## config.mk

```make
export PLATFORM = sky130hd
export DESIGN_NAME = radix_stage_sched_flat
export DESIGN_NICKNAME = d
export VERILOG_FILES = /design/src/rtl/radix_stage_sched_if.sv /design/src/rtl/radix_stage_sched.sv /design/src/flat_wrapper.sv
export SDC_FILE = /design/constraint.sdc
export NUM_CORES = 1
export LEC_CHECK = 0
export CAP_MARGIN = 0
export CORE_UTILIZATION = 50
export DETAILED_ROUTE_END_ITERATION = 6
export PLACE_DENSITY = 0.8
export REMOVE_ABC_BUFFERS = 1
export SYNTH_ARGS = -nofsm -noshare
export SYNTH_HDL_FRONTEND = slang
export SYNTH_SLANG_ARGS = --single-unit
```

## constraint.sdc

```tcl
create_clock -name clk -period 2.4 [get_ports clk]
set_input_delay 0.48 -clock clk [delete_from_list [all_inputs] [get_ports clk]]
set_output_delay 0.48 -clock clk [all_outputs]
set_load 0.005 [all_outputs]
```

## src/rtl/radix_stage_sched_if.sv

```systemverilog
// radix_stage_sched_if: butterfly-side inputs and read-schedule outputs of one
// radix-2 SDF stage read sequencer. The master modport is the sequencer itself;
// the slave modport is the surrounding stage (FIFO, twiddle provider, sink).
interface radix_stage_sched_if #(
  parameter int ADDR_W = 9
);
  logic              bf_valid;
  logic              fifo_full;
  logic              fifo_empty;
  logic              out_ready;
  logic              rd_en;
  logic              tf_en;
  logic [ADDR_W-1:0] tf_addr;
  logic              busy;
  logic              frame_done;
  logic [1:0]        pending;
  logic              overflow_err;
  logic              underflow_err;

  modport master (
    input  bf_valid, fifo_full, fifo_empty, out_ready,
    output rd_en, tf_en, tf_addr, busy, frame_done, pending,
    output overflow_err, underflow_err
  );

  modport slave (
    output bf_valid, fifo_full, fifo_empty, out_ready,
    input  rd_en, tf_en, tf_addr, busy, frame_done, pending,
    input  overflow_err, underflow_err
  );
endinterface

```

## src/rtl/radix_stage_sched.sv

```systemverilog
// radix_stage_sched: read-side sequencer for one radix-2 single-path-delay stage.
// Counts y2 writes into the stage FIFO and, after each complete half-frame,
// issues a gap-free HALF_LEN-long read burst with a lockstep twiddle address.
// Up to two completed bursts are queued; back-to-back bursts drain with no bubble.
// Optional downstream back-pressure: define RADIX_STAGE_SCHED_STALL_EN to gate
// each read with out_ready (otherwise out_ready is ignored).
module radix_stage_sched #(
  parameter int HALF_LEN = 512,
  parameter int ADDR_W   = 9,
  parameter int TF_STEP  = 1
) (
  input  logic                clk,
  input  logic                rst,
  radix_stage_sched_if.master bus
);

  localparam logic [ADDR_W-1:0] LAST_IDX  = ADDR_W'(HALF_LEN - 1);
  localparam logic [ADDR_W-1:0] TF_STEP_W = ADDR_W'(TF_STEP);

  typedef enum logic {
    S_IDLE  = 1'b0,
    S_DRAIN = 1'b1
  } state_t;

  // Twiddle index: low ADDR_W bits of the product depend only on the low
  // ADDR_W bits of the operands, so a native-width multiply is the modulo.
  function automatic logic [ADDR_W-1:0] tf_index(input logic [ADDR_W-1:0] cnt);
    return cnt * TF_STEP_W;
  endfunction

  // Pending-burst counter update, saturating at 2 and never going below 0.
  function automatic logic [1:0] sat_pending(input logic [1:0] p,
                                             input logic       inc,
                                             input logic       dec);
    if (inc && !dec) return (p == 2'd2) ? 2'd2 : p + 2'd1;
    if (dec && !inc) return (p == 2'd0) ? 2'd0 : p - 2'd1;
    return p;
  endfunction

  state_t            r_state;
  state_t            w_state_nxt;
  logic [ADDR_W-1:0] r_wr_cnt;
  logic [ADDR_W-1:0] r_rd_cnt;
  logic [ADDR_W-1:0] w_rd_cnt_nxt;
  logic [1:0]        r_pending;
  logic [1:0]        w_pending_nxt;
  logic              r_rd_en;
  logic [ADDR_W-1:0] r_tf_addr;
  logic              r_busy;
  logic              r_frame_done;
  logic              r_ovf;
  logic              r_unf;
  logic              w_ready;
  logic              w_wr_done;
  logic              w_rd_last;
  logic              w_sat_ovf;
  logic              w_full_ovf;

`ifdef RADIX_STAGE_SCHED_STALL_EN
  assign w_ready = bus.out_ready;
`else
  logic w_unused_out_ready;
  assign w_ready            = 1'b1;
  assign w_unused_out_ready = bus.out_ready;
`endif

  // A read happens in every cycle where the registered rd_en is high, so the
  // burst ends on the cycle carrying read index HALF_LEN-1.
  assign w_wr_done  = bus.bf_valid && (r_wr_cnt == LAST_IDX);
  assign w_rd_last  = r_rd_en && (r_rd_cnt == LAST_IDX);
  assign w_sat_ovf  = w_wr_done && !w_rd_last && (r_pending == 2'd2);
  assign w_full_ovf = bus.bf_valid && bus.fifo_full && !r_rd_en;

  // FSM state register.
  always_ff @(posedge clk) begin
    if (rst) r_state <= S_IDLE;
    else     r_state <= w_state_nxt;
  end

  // Next state, next read index and pending update.
  always_comb begin
    w_state_nxt   = r_state;
    w_rd_cnt_nxt  = r_rd_cnt;
    w_pending_nxt = sat_pending(r_pending, w_wr_done, w_rd_last);
    unique case (r_state)
      S_IDLE: begin
        if ((r_pending != 2'd0) || w_wr_done) begin
          w_state_nxt  = S_DRAIN;
          w_rd_cnt_nxt = '0;
        end
      end
      S_DRAIN: begin
        if (w_rd_last) begin
          w_rd_cnt_nxt = '0;
          if (w_pending_nxt == 2'd0) w_state_nxt = S_IDLE;
        end else if (r_rd_en) begin
          w_rd_cnt_nxt = r_rd_cnt + ADDR_W'(1);
        end
      end
      default: begin
        w_state_nxt  = S_IDLE;
        w_rd_cnt_nxt = '0;
      end
    endcase
  end

  // Counters, registered outputs and sticky error flags.
  always_ff @(posedge clk) begin
    if (rst) begin
      r_wr_cnt     <= '0;
      r_rd_cnt     <= '0;
      r_pending    <= 2'd0;
      r_rd_en      <= 1'b0;
      r_tf_addr    <= '0;
      r_busy       <= 1'b0;
      r_frame_done <= 1'b0;
      r_ovf        <= 1'b0;
      r_unf        <= 1'b0;
    end else begin
      if (bus.bf_valid) r_wr_cnt <= w_wr_done ? '0 : r_wr_cnt + ADDR_W'(1);
      r_rd_cnt     <= w_rd_cnt_nxt;
      r_pending    <= w_pending_nxt;
      r_rd_en      <= (w_state_nxt == S_DRAIN) && w_ready;
      r_tf_addr    <= tf_index(w_rd_cnt_nxt);
      r_busy       <= (w_state_nxt == S_DRAIN);
      r_frame_done <= w_rd_last;
      r_ovf        <= r_ovf | w_sat_ovf | w_full_ovf;
      r_unf        <= r_unf | (r_rd_en && bus.fifo_empty);
    end
  end

  assign bus.rd_en         = r_rd_en;
  assign bus.tf_en         = r_rd_en;
  assign bus.tf_addr       = r_tf_addr;
  assign bus.busy          = r_busy;
  assign bus.frame_done    = r_frame_done;
  assign bus.pending       = r_pending;
  assign bus.overflow_err  = r_ovf;
  assign bus.underflow_err = r_unf;

endmodule

```

## src/flat_wrapper.sv

```systemverilog
// flat-port wrapper written by rule: the top's interface ports become plain ports
module radix_stage_sched_flat 
#(
  parameter int HALF_LEN = 512,
  parameter int ADDR_W   = 9,
  parameter int TF_STEP  = 1
)
  (clk, rst, bus_bf_valid, bus_fifo_full, bus_fifo_empty, bus_out_ready, bus_rd_en, bus_tf_en, bus_tf_addr, bus_busy, bus_frame_done, bus_pending, bus_overflow_err, bus_underflow_err);
  radix_stage_sched_if #(.ADDR_W(ADDR_W)) bus_i ();
  input  logic clk;
  input  logic rst;
  input wire logic [$bits(bus_i.bf_valid)-1:0] bus_bf_valid;
  input wire logic [$bits(bus_i.fifo_full)-1:0] bus_fifo_full;
  input wire logic [$bits(bus_i.fifo_empty)-1:0] bus_fifo_empty;
  input wire logic [$bits(bus_i.out_ready)-1:0] bus_out_ready;
  output wire logic [$bits(bus_i.rd_en)-1:0] bus_rd_en;
  output wire logic [$bits(bus_i.tf_en)-1:0] bus_tf_en;
  output wire logic [$bits(bus_i.tf_addr)-1:0] bus_tf_addr;
  output wire logic [$bits(bus_i.busy)-1:0] bus_busy;
  output wire logic [$bits(bus_i.frame_done)-1:0] bus_frame_done;
  output wire logic [$bits(bus_i.pending)-1:0] bus_pending;
  output wire logic [$bits(bus_i.overflow_err)-1:0] bus_overflow_err;
  output wire logic [$bits(bus_i.underflow_err)-1:0] bus_underflow_err;
  assign bus_i.bf_valid = bus_bf_valid;
  assign bus_i.fifo_full = bus_fifo_full;
  assign bus_i.fifo_empty = bus_fifo_empty;
  assign bus_i.out_ready = bus_out_ready;
  assign bus_rd_en = bus_i.rd_en;
  assign bus_tf_en = bus_i.tf_en;
  assign bus_tf_addr = bus_i.tf_addr;
  assign bus_busy = bus_i.busy;
  assign bus_frame_done = bus_i.frame_done;
  assign bus_pending = bus_i.pending;
  assign bus_overflow_err = bus_i.overflow_err;
  assign bus_underflow_err = bus_i.underflow_err;
  radix_stage_sched #(.HALF_LEN(HALF_LEN), .ADDR_W(ADDR_W), .TF_STEP(TF_STEP)) u_core (.clk(clk), .rst(rst), .bus(bus_i));
endmodule
```

==> results of run 1 <==
-- stage by stage --
stage / instances / util / hold slack [ns] / setup slack (ns) / instance area (µm²)
3_3_place_gp: 179 / 0.661 / 0.451 / 0.262 / 1360
4_1_cts: 183 / 0.678 / 0.494 / 0.200 / 1400
6_report: 183 / 0.678 / 0.485 / 0.193 / 1400
2_1_floorplan: 129 / - / 0.454 / 0.351 / 1100
5_1_grt: 183 / 0.678 / 0.544 / 0.0631 / 1400
3_5_place_dp: 179 / 0.661 / 0.462 / 0.233 / 1360
-- logic make-up (layout without fill, tap and decap cells) --
logic type,after synthesis,count (layout),share of synthesized area
AND/OR/NAND/NOR,57,57,0.246
AO/OA/AOI/OAI,32,32,0.170
flip-flops,24,24,0.420
buffers and inverters,11,31,0.0481
adder cells (fa/ha/maj),7,7,0.0766
XOR/XNOR,4,4,0.0306
multiplexers,1,1,0.00875
-- power by group through the flow --
stage / Clock (mW) / Combinational (mW) / Sequential (mW)
finish: 0.209 / 0.0282 / 0.405
CTS: 0.219 / 0.0283 / 0.405
floorplan: 0 / 0.00962 / 0.413
global route: 0.235 / 0.0311 / 0.406
detailed placement: 0 / 0.0282 / 0.414
global placement: 0 / 0.0271 / 0.414
-- final timing paths --
kind                                                from                  endpoint  slack (ns)  cells past startpoint
worst max register to register        u_core.r_rd_cnt[0]        u_core.r_rd_cnt[7]        0.19                      7
worst max-delay path                  u_core.r_rd_cnt[0]        u_core.r_rd_cnt[7]        0.19                      7
worst min register to register  u_core.bus.underflow_err  u_core.bus.underflow_err        0.49                      2
worst min-delay path            u_core.bus.underflow_err  u_core.bus.underflow_err        0.49                      2
-- state kept, by name, indices dropped and copies added (netlist names) --
| name | cells |
|---|---|
| u_core.bus.underflow_err | 1 |
| u_core.bus.pending | 2 |
| u_core.bus.overflow_err | 1 |
| u_core.bus.rd_en | 1 |
| u_core.bus.frame_done | 1 |
| u_core.r_rd_cnt | 9 |
| u_core.r_wr_cnt | 9 |
-- synthesized netlist by cell type (2+ instances only) --
master    instances  area (µm²)
a21oi_1          13        65.1
a22oi_1           6        45.0
a31oi_1           3        18.8
and3_1            6        37.5
buf_2             2        10.0
buf_4             3        22.5
dfxtp_1          24         480
ha_1              7        87.6
inv_1             4        15.0
nand2_1          10        37.5
nand3_1           9        45.0
nand3b_1          2        15.0
nand4_1           3        18.8
nor2_1           18        67.6
o21ai_0           5        25.0
or3_1             4        25.0
xor2_1            4        35.0
-- metal layers --
layer  track usage  vias to the layer above  wire [µm]
li1              -                      526          -
met1         0.248                      493       1100
met2         0.351                       26       1120
met3        0.0278                        2         87
met4        0.0571                        0         15
met5             0                        -          0
-- area by class of cell --
| type | instances | share of cell area |
|---|---|---|
| inverters | 4 | 0.0107 |
| well taps | 27 | 0.0242 |
| multi-input cells | 101 | 0.435 |
| flip-flops and latches | 24 | 0.343 |
| repair buffers | 23 | 0.161 |
| clock buffers | 4 | 0.0259 |
-- critical path: stages, from the launching register on --
cell and delay [ns]:
dfxtp_1 0.38, ha_1 0.25, and3_1 0.22, and3_1 0.18, ha_1 0.24, nand2b_2 0.24
or4_1 0.48, a31oi_1 0.16
==> results by group, run 1 <==
Outcome
  – Outcome: completed

Floorplanning
  – Die height: 49.8 µm
  – Die Footprint: 0.00248 mm²
  – DIE WIDTH: 49.8 µm
  – Rows: 16
  – Core area: 0.00206 mm²
  – Boundary Pins: 23
  – Starting Density: 0.555

Pwr
  – Power share of the clock group: 0.326
  – Pleak: 0.522 nW
  – Reg power frac: 0.631
  – Sw Ratio: 0.209
  – Combinational share of power: 0.044
  – Total power: 642 µW
  – NetSw: 134 µW
  – Internal power: 508 µW
  – Power Dens Cells: 459 mW/mm²
  – Worst vdd ir: 0.000319 V

Drt
  – DRT Pass-1 Iters: 4
  – DR vias: 1,047
  – Routed Wire Length: 2320 µm
  – WL per Instance: 12.7 µm
  – DRC violations left: 0
  – Drt via density: 5.72
  – Starting DRT DRC Count: 28
  – DRT antenna net count: 0

Logic synthesis
  – Top_reg_cell synth: dfxtp_1
  – Mapped Area: 0.00114 mm²
  – Distinct cells, synth: 30
  – Post-synth EDFFs: 0
  – Asr flop ratio synth: 0
  – Post-Syn Instances: 136
  – Seq/Total Area, Yosys: 0.420
  – Seq cells post-synth: 24
  – Syn_area_per_cell: 8.41 µm²
  – YS warnings: 0

Clock tree
  – Clock sink count: 24
  – Post_cts resized: 0
  – Post-cts hold buffer count: 0
  – Root Driver: clkbuf_4
  – H-Tree Depth: 1
  – CTS tree: yes
  – Clock-pin slew on the worst setup and hold paths: 0.13 ns
  – CTS Buffer Depth: 2
  – Setup repair bufs after CTS: 0
  – Cts bufs inserted: 3
  – Clock latency at the later pin of the worst-skew pair: 0.30 ns

Global route
  – Total GRT Usage: 0.199
  – Vias in the first global route: 944
  – Antenna violations before repair: 0
  – Grt ovf: 0
  – Largest net degree at the start of global routing: 14
  – Global-route wire length before repair: 3840 µm

STA
  – RSZ-0062 raised after global routing: false
  – Fin crit period: 2.21 ns
  – Post-route setup TNS: 0 ns
  – Fin crit share: 0.920
  – Worst Skew: 0.00648 ns
  – Setup Viol. Count Final: 0
  – Achievable frequency: 453 MHz
  – Slew HR: 0.758
  – Worst slew pin tran: 0.362 ns
  – Slew Limit Fails: 0
  – Fin. Hold Viols: 0

Setup path
  – Critical path capture point type: flop
  – Worst path required time: 2.65 ns
  – WS Path Type: flop to flop
  – Worst setup SP type: flop
  – Worst Path Max Fanout: 6
  – Critical path data arrival time: 2.45 ns

Cells and area
  – Share of layout cells above drive strength 1: 0.0449
  – Most frequent cells in the layout: dfxtp_1 (24), clkdlybuf4s50_1 (21), nor2_1 (18), a21oi_1 (13), nand2_1 (10)
  – Number of fill cells in the layout: 166
  – Final-stage net count: 170
  – Number of diodes: 0
  – Most common cell after layout, fill and taps aside: dfxtp_1
  – Multi-input logic area: 608 µm²
  – Syn-to-layout area delta: 22.3%
  – Reg area: 480 µm²

Placed design
  – Port bufs: 21
  – Detailed Place HPWL: 1710 µm
  – GP Congestion: 0.745

Run
  – Max Cap Viol: 0

Worst hold path
  – Hold Crit Class: flop to flop
Power figures use the tool's default switching activity.
==> run 2, diff against run 1 <==
--- a/config.mk
+++ b/config.mk
@@ -6,9 +6,9 @@
 export NUM_CORES = 1
 export LEC_CHECK = 0
 export CAP_MARGIN = 0
-export CORE_UTILIZATION = 50
+export CORE_UTILIZATION = 46
 export DETAILED_ROUTE_END_ITERATION = 6
-export PLACE_DENSITY = 0.8
+export PLACE_DENSITY = 0.75
 export REMOVE_ABC_BUFFERS = 1
 export SYNTH_ARGS = -nofsm -noshare
 export SYNTH_HDL_FRONTEND = slang
==> run 2 against run 1 <==
Global-route usage increased by 1.2 points. Sequential share of layout area decreased by 0.42 points. Clock skew increased by 0.0019 ns. Via count is 0.76% lower. Sequential power hardly changed. Sequential cell count is the same. Die area rose by 8.3%. Hold slack improved by 0.0097 ns. Cell count increased by 0.55%. Utilization decreased by 5.6 points. Design area up 1.3%.
==> results by group, run 2 (synthesis results as in run 1) <==
Outcome
  – Outcome: completed (unchanged)

STA
  – Fin crit share: 0.922 (was 0.920)
  – Worst Skew: 0.00840 ns (was 0.00648 ns)
  – Setup slack after layout: 0.187 ns (was 0.193 ns)
  – Fin crit period: 2.21 ns (about the same)
  – Slew Limit Fails: 0 (unchanged)
  – WHS: 0.495 ns (was 0.485 ns)
  – Slew HR: 0.775 (was 0.758)
  – RSZ-0062 raised after global routing: false (unchanged)
  – Achievable frequency: 452 MHz (was 453 MHz)
  – Fin. Hold Viols: 0 (unchanged)
  – Worst slew pin tran: 0.337 ns (was 0.362 ns)
  – Setup Viol. Count Final: 0 (unchanged)
  – Post-route setup TNS: 0 ns (unchanged)

Drt
  – DRT Pass-1 Iters: 4 (unchanged)
  – WL per Instance: 13.0 µm (was 12.7 µm)
  – DR vias: 1,039 (was 1,047)
  – Routed Wire Length: 2400 µm (was 2320 µm)
  – DRC violations left: 0 (unchanged)
  – DRT antenna net count: 0 (unchanged)
  – Starting DRT DRC Count: 22 (was 28)
  – Drt via density: 5.65 (was 5.72)

Pwr
  – Total power: 727 µW (was 642 µW)
  – Worst vdd ir: 0.000486 V (was 0.000319 V)
  – Power Dens Cells: 513 mW/mm² (was 459 mW/mm²)
  – Pleak: 0.529 nW (was 0.522 nW)

Clock tree
  – H-Tree Depth: 1 (unchanged)
  – CTS tree: yes (unchanged)
  – Post_cts resized: 0 (unchanged)
  – Setup repair bufs after CTS: 0 (unchanged)
  – Cts bufs inserted: 3 (unchanged)
  – Clock-pin slew on the worst setup and hold paths: 0.14 ns (was 0.13 ns)
  – CTS Buffer Depth: 2 (unchanged)
  – Post-cts hold buffer count: 0 (unchanged)
  – Clock sink count: 24 (unchanged)
  – Root Driver: clkbuf_4 (unchanged)
  – Clock latency at the later pin of the worst-skew pair: 0.32 ns (was 0.30 ns)

Setup path
  – Max incr delay on CP: 0.49 ns (was 0.48 ns)
  – Worst setup SP type: flop (unchanged)
  – WS Path Type: flop to flop (unchanged)
  – Critical path data arrival time: 2.48 ns (was 2.45 ns)
  – CP max stage cell: or4_1 (unchanged)
  – Crit path cell chain: ha_1 -> and3_1 -> and3_1 -> ha_1 -> nand2b_2 -> or4_1 -> a31oi_1 (unchanged)
  – Worst path required time: 2.66 ns (was 2.65 ns)
  – Worst Path Max Fanout: 6 (unchanged)
  – Critical path capture point type: flop (unchanged)

Placed design
  – Port bufs: 21 (unchanged)
  – GP Congestion: 0.758 (was 0.745)
  – Worst slack, placed: 0.211 ns (was 0.233 ns)
  – DP Area: 0.00136 mm² (about the same)
  – Detailed Place HPWL: 1760 µm (was 1710 µm)

Cells and area
  – Number of fill cells in the layout: 205 (was 166)
  – Final instance area: 0.00142 mm² (was 0.00140 mm²)
  – Most frequent cells in the layout: dfxtp_1 (24), clkdlybuf4s50_1 (21), nor2_1 (18), a21oi_1 (13), nand2_1 (10) (unchanged)
  – Share of layout cells above drive strength 1: 0.0449 (unchanged)
  – Most common cell after layout, fill and taps aside: dfxtp_1 (unchanged)
  – Final-stage net count: 170 (unchanged)
  – Syn-to-layout area delta: 23.9% (was 22.3%)
  – Number of diodes: 0 (unchanged)

Worst hold path
  – Hold Crit Class: flop to flop (unchanged)

Global route
  – Total GRT Usage: 0.210 (was 0.199)
  – Largest net degree at the start of global routing: 19 (was 14)
  – Antenna violations before repair: 0 (unchanged)
  – Global-route wire length before repair: 4220 µm (was 3840 µm)
  – Vias in the first global route: 963 (was 944)
  – Grt ovf: 0 (unchanged)

Run
  – Max Cap Viol: 0 (unchanged)

Floorplanning
  – Rows: 17 (was 16)
  – DIE WIDTH: 51.9 µm (was 49.8 µm)
  – Die Footprint: 0.00269 mm² (was 0.00248 mm²)
  – Core area: 0.00228 mm² (was 0.00206 mm²)
  – Die height: 51.9 µm (was 49.8 µm)
  – Starting Density: 0.502 (was 0.555)
  – Boundary Pins: 23 (unchanged)
run 2: path summary, 6_finish.rpt:
| check | from | end | slack (ns) | cells after the start |
|---|---|---|---|---|
| max reg2reg | u_core.r_rd_cnt[0] | u_core.r_rd_cnt[7] | 0.19 | 7 |
| min | u_core.r_wr_cnt[7] | u_core.r_wr_cnt[7] | 0.50 | 2 |
| min reg2reg | u_core.r_wr_cnt[7] | u_core.r_wr_cnt[7] | 0.50 | 2 |
| max | u_core.r_rd_cnt[0] | u_core.r_rd_cnt[7] | 0.19 | 7 |
run 2: power breakdown:
group / internal, mW / switching (mW) / total [mW]
sequential: 0.402 / 0.00291 / 0.405
combinational: 0.0137 / 0.0142 / 0.0279
clock: 0.169 / 0.125 / 0.294
total: 0.585 / 0.142 / 0.727
run 2: stage by stage:
stage | utilization | cells
global route | 0.622 | 184
finish | 0.622 | 184
CTS | 0.622 | 184
floorplan | - | 129
detailed placement | 0.599 | 180
global placement | 0.599 | 180
run 2: per-layer routing:
layer	global-route usage	wire length, µm
met1	0.251	1100
met2	0.363	1160
met3	0.0702	130
met4	0.0405	14
met5	0	0
run 2: layout make-up:
cell class              count  area, µm²  area share
multi-input cells         101        608       0.429
flip-flops and latches     24        480       0.339
repair buffers             23        225       0.159
well taps                  28       35.0      0.0247
clock inverters             1       30.0      0.0212
clock buffers               3       22.5      0.0159
inverters                   4       15.0      0.0106
run 2: critical path: cells and delay by family (launching register included):
| family | cells | cell delay [ns] |
|---|---|---|
| AND/OR/NAND/NOR | 4 | 1.14 |
| flip-flops | 1 | 0.38 |
| AO/OA/AOI/OAI | 1 | 0.16 |
| adder cells (fa/ha/maj) | 2 | 0.48 |
==> run 3, diff against run 2 <==
==> constraint.sdc (replaced) <==
create_clock -name clk -period 2.19 [get_ports clk]
set_input_delay 0.438 -clock clk [delete_from_list [all_inputs] [get_ports clk]]
set_output_delay 0.438 -clock clk [all_outputs]
set_load 0.005 [all_outputs]
==> run 3 against run 2 <==
Die area is the same. Sequential share of layout area fell by 0.68 points. Via count down 0.77%. Hold slack got worse by 0.0083 ns. Clock skew grew 0.0072 ns. Utilization is 1.4 points higher. Sequential cell count unchanged. Cell count rose by 1.6%. Non-clock buffer count increased by 3. Highest routed layer unchanged.
==> results by group, run 3 (synthesis results as in run 1) <==
Outcome
  – Outcome: completed (unchanged)

Clock tree
  – Setup repair bufs after CTS: 0 (unchanged)
  – Clock-pin slew on the worst setup and hold paths: 0.12 ns (was 0.14 ns)
  – Root Driver: clkbuf_4 (unchanged)
  – Cts bufs inserted: 3 (unchanged)
  – Clock sink count: 24 (unchanged)
  – H-Tree Depth: 1 (unchanged)
  – CTS tree: yes (unchanged)
  – Post-cts hold buffer count: 0 (unchanged)
  – Clock latency at the later pin of the worst-skew pair: 0.32 ns (about the same)
  – Post_cts resized: 0 (unchanged)
  – CTS Buffer Depth: 2 (unchanged)

Setup path
  – Worst Path Max Fanout: 6 (unchanged)
  – CP max stage cell: or4_1 (unchanged)
  – Critical path data arrival time: 2.30 ns (was 2.48 ns)
  – Max incr delay on CP: 0.48 ns (was 0.49 ns)
  – Worst setup SP type: flop (unchanged)
  – WS Path Type: flop to flop (unchanged)
  – Critical path capture point type: flop (unchanged)
  – Critical path's top delay family: simple AND/OR/NAND/NOR gates (unchanged)
  – Worst path required time: 2.44 ns (was 2.66 ns)
  – Crit path cell chain: ha_1 -> and3_1 -> and3_1 -> ha_1 -> nand2b_4 -> or4_1 -> a31oi_1 (was ha_1 -> and3_1 -> and3_1 -> ha_1 -> nand2b_2 -> or4_1 -> a31oi_1)
  – Worst Path Buf+Inv: 0 (unchanged)

Pwr
  – Worst vdd ir: 0.000393 V (was 0.000486 V)
  – Reg power frac: 0.558 (about the same)
  – Pleak: 0.544 nW (was 0.529 nW)
  – NetSw: 153 µW (was 142 µW)
  – Power share of the clock group: 0.401 (was 0.404)
  – Combinational share of power: 0.040 (was 0.038)
  – Sw Ratio: 0.193 (was 0.195)
  – Power Dens Cells: 549 mW/mm² (was 513 mW/mm²)
  – Internal power: 642 µW (was 585 µW)

Floorplanning
  – Die height: 51.9 µm (unchanged)
  – Boundary Pins: 23 (unchanged)
  – Core area: 0.00228 mm² (unchanged)
  – Die Footprint: 0.00269 mm² (unchanged)
  – Starting Density: 0.502 (unchanged)
  – DIE WIDTH: 51.9 µm (unchanged)
  – Rows: 17 (unchanged)

STA
  – WHS: 0.487 ns (was 0.495 ns)
  – Worst Skew: 0.0156 ns (was 0.00840 ns)
  – Setup Viol. Count Final: 0 (unchanged)
  – Fin crit share: 0.936 (was 0.922)
  – Post-route setup TNS: 0 ns (unchanged)
  – Fin crit period: 2.05 ns (was 2.21 ns)
  – Worst slew pin tran: 0.410 ns (was 0.337 ns)
  – Setup slack after layout: 0.139 ns (was 0.187 ns)
  – Slew HR: 0.726 (was 0.775)
  – Achievable frequency: 488 MHz (was 452 MHz)
  – Fin. Hold Viols: 0 (unchanged)
  – Slew Limit Fails: 0 (unchanged)

Global route
  – Met2 Usage GRT: 0.348 (was 0.363)
  – Vias in the first global route: 990 (was 963)
  – Busiest grt layer: met2 (unchanged)
  – Grt ovf: 0 (unchanged)
  – Largest net degree at the start of global routing: 15 (was 19)
  – Met3 usage: 0.0351 (was 0.0702)
  – Global-route wire length before repair: 4170 µm (was 4220 µm)
  – Met1 Use GR: 0.266 (was 0.251)
  – Antenna violations before repair: 0 (unchanged)
  – Total GRT Usage: 0.210 (about the same)

Drt
  – Routed Wire Length: 2400 µm (about the same)
  – DRT antenna net count: 0 (unchanged)
  – Starting DRT DRC Count: 29 (was 22)
  – WL per Instance: 12.8 µm (was 13.0 µm)
  – DR vias: 1,031 (was 1,039)
  – DRC violations left: 0 (unchanged)
  – Drt via density: 5.51 (was 5.65)
  – DRT Pass-1 Iters: 4 (unchanged)

Placed design
  – Port bufs: 21 (unchanged)
  – GP Congestion: 0.798 (was 0.758)
  – Worst slack, placed: 0.0802 ns (was 0.211 ns)
  – Detailed Place HPWL: 1780 µm (was 1760 µm)

Cells and area
  – Number of diodes: 0 (unchanged)
  – Final-stage net count: 173 (was 170)
  – Share of layout cells above drive strength 1: 0.0818 (was 0.0449)
  – Final core utilization: 0.637 (was 0.622)
  – Syn-to-layout area delta: 26.7% (was 23.9%)
  – Most frequent cells in the layout: dfxtp_1 (23), clkdlybuf4s50_1 (21), nor2_1 (18), a21oi_1 (13), nand2_1 (10) (was dfxtp_1 (24), clkdlybuf4s50_1 (21), nor2_1 (18), a21oi_1 (13), nand2_1 (10))
  – Number of fill cells in the layout: 188 (was 205)
  – Most common cell after layout, fill and taps aside: dfxtp_1 (unchanged)

Worst hold path
  – Hold Crit Class: flop to flop (unchanged)

Run
  – Max Cap Viol: 0 (unchanged)
run 3: cell count changes in the layout (fill, tap and decap cells not counted):
cell,change
ha_1,-1
dfxtp_2,+1
and3_1,-1
nand2b_2,-1
nand2b_4,+1
buf_4,+3
dfxtp_1,-1
and3_2,+1
ha_2,+1
run 3: metrics by stage:
stage | cell area [µm²] | total power [mW] | std cells
floorplan | 1100 | 0.464 | 129
global placement | 1390 | 0.485 | 183
detailed placement | 1390 | 0.485 | 183
CTS | 1440 | 0.803 | 187
global route | 1450 | 0.825 | 187
finish | 1450 | 0.795 | 187
run 3: power groups by stage:
stage          clock network [mW]  logic, mW  registers, mW
2_1_floorplan                   0     0.0105          0.453
3_3_place_gp                    0     0.0314          0.453
3_5_place_dp                    0     0.0320          0.453
4_1_cts                     0.327     0.0321          0.444
5_1_grt                     0.343     0.0366          0.445
6_report                    0.319     0.0321          0.444
run 3: worst paths after layout:
kind                                          startpoint                       end  slack (ns)  cells after the start
worst max-delay path                  u_core.r_rd_cnt[1]        u_core.r_rd_cnt[7]        0.14                      7
worst min-delay path            u_core.bus.underflow_err  u_core.bus.underflow_err        0.49                      2
worst max register to register        u_core.r_rd_cnt[1]        u_core.r_rd_cnt[7]        0.14                      7
worst min register to register  u_core.bus.underflow_err  u_core.bus.underflow_err        0.49                      2
run 3: layout make-up:
class	count	area, µm²	share of cell area
Clock inverter	1	30.0	0.0207
Sequential cell	24	482	0.332
Timing Repair Buffer	26	248	0.171
Multi-Input combinational cell	101	617	0.426
Tap cell	28	35.0	0.0242
Inverter	4	15.0	0.0104
Clock buffer	3	22.5	0.0155
run 3: tightest hold or removal path, delay by kind of cell (launching register included):
kind / cells / cell delay (ns)
and+or+nand+nor: 1 / 0.07
DFF: 1 / 0.35
AOI/OAI and AO/OA: 1 / 0.04
run 3: routing by layer:
| layer | up-vias | part of all wire | wire length (µm) |
|---|---|---|---|
| met2 | 19 | 0.49 | 1180 |
| met5 | - | 0 | 0 |
| met1 | 481 | 0.47 | 1130 |
| li1 | 529 | - | - |
| met4 | 0 | 0.0071 | 17 |
| met3 | 2 | 0.030 | 72 |
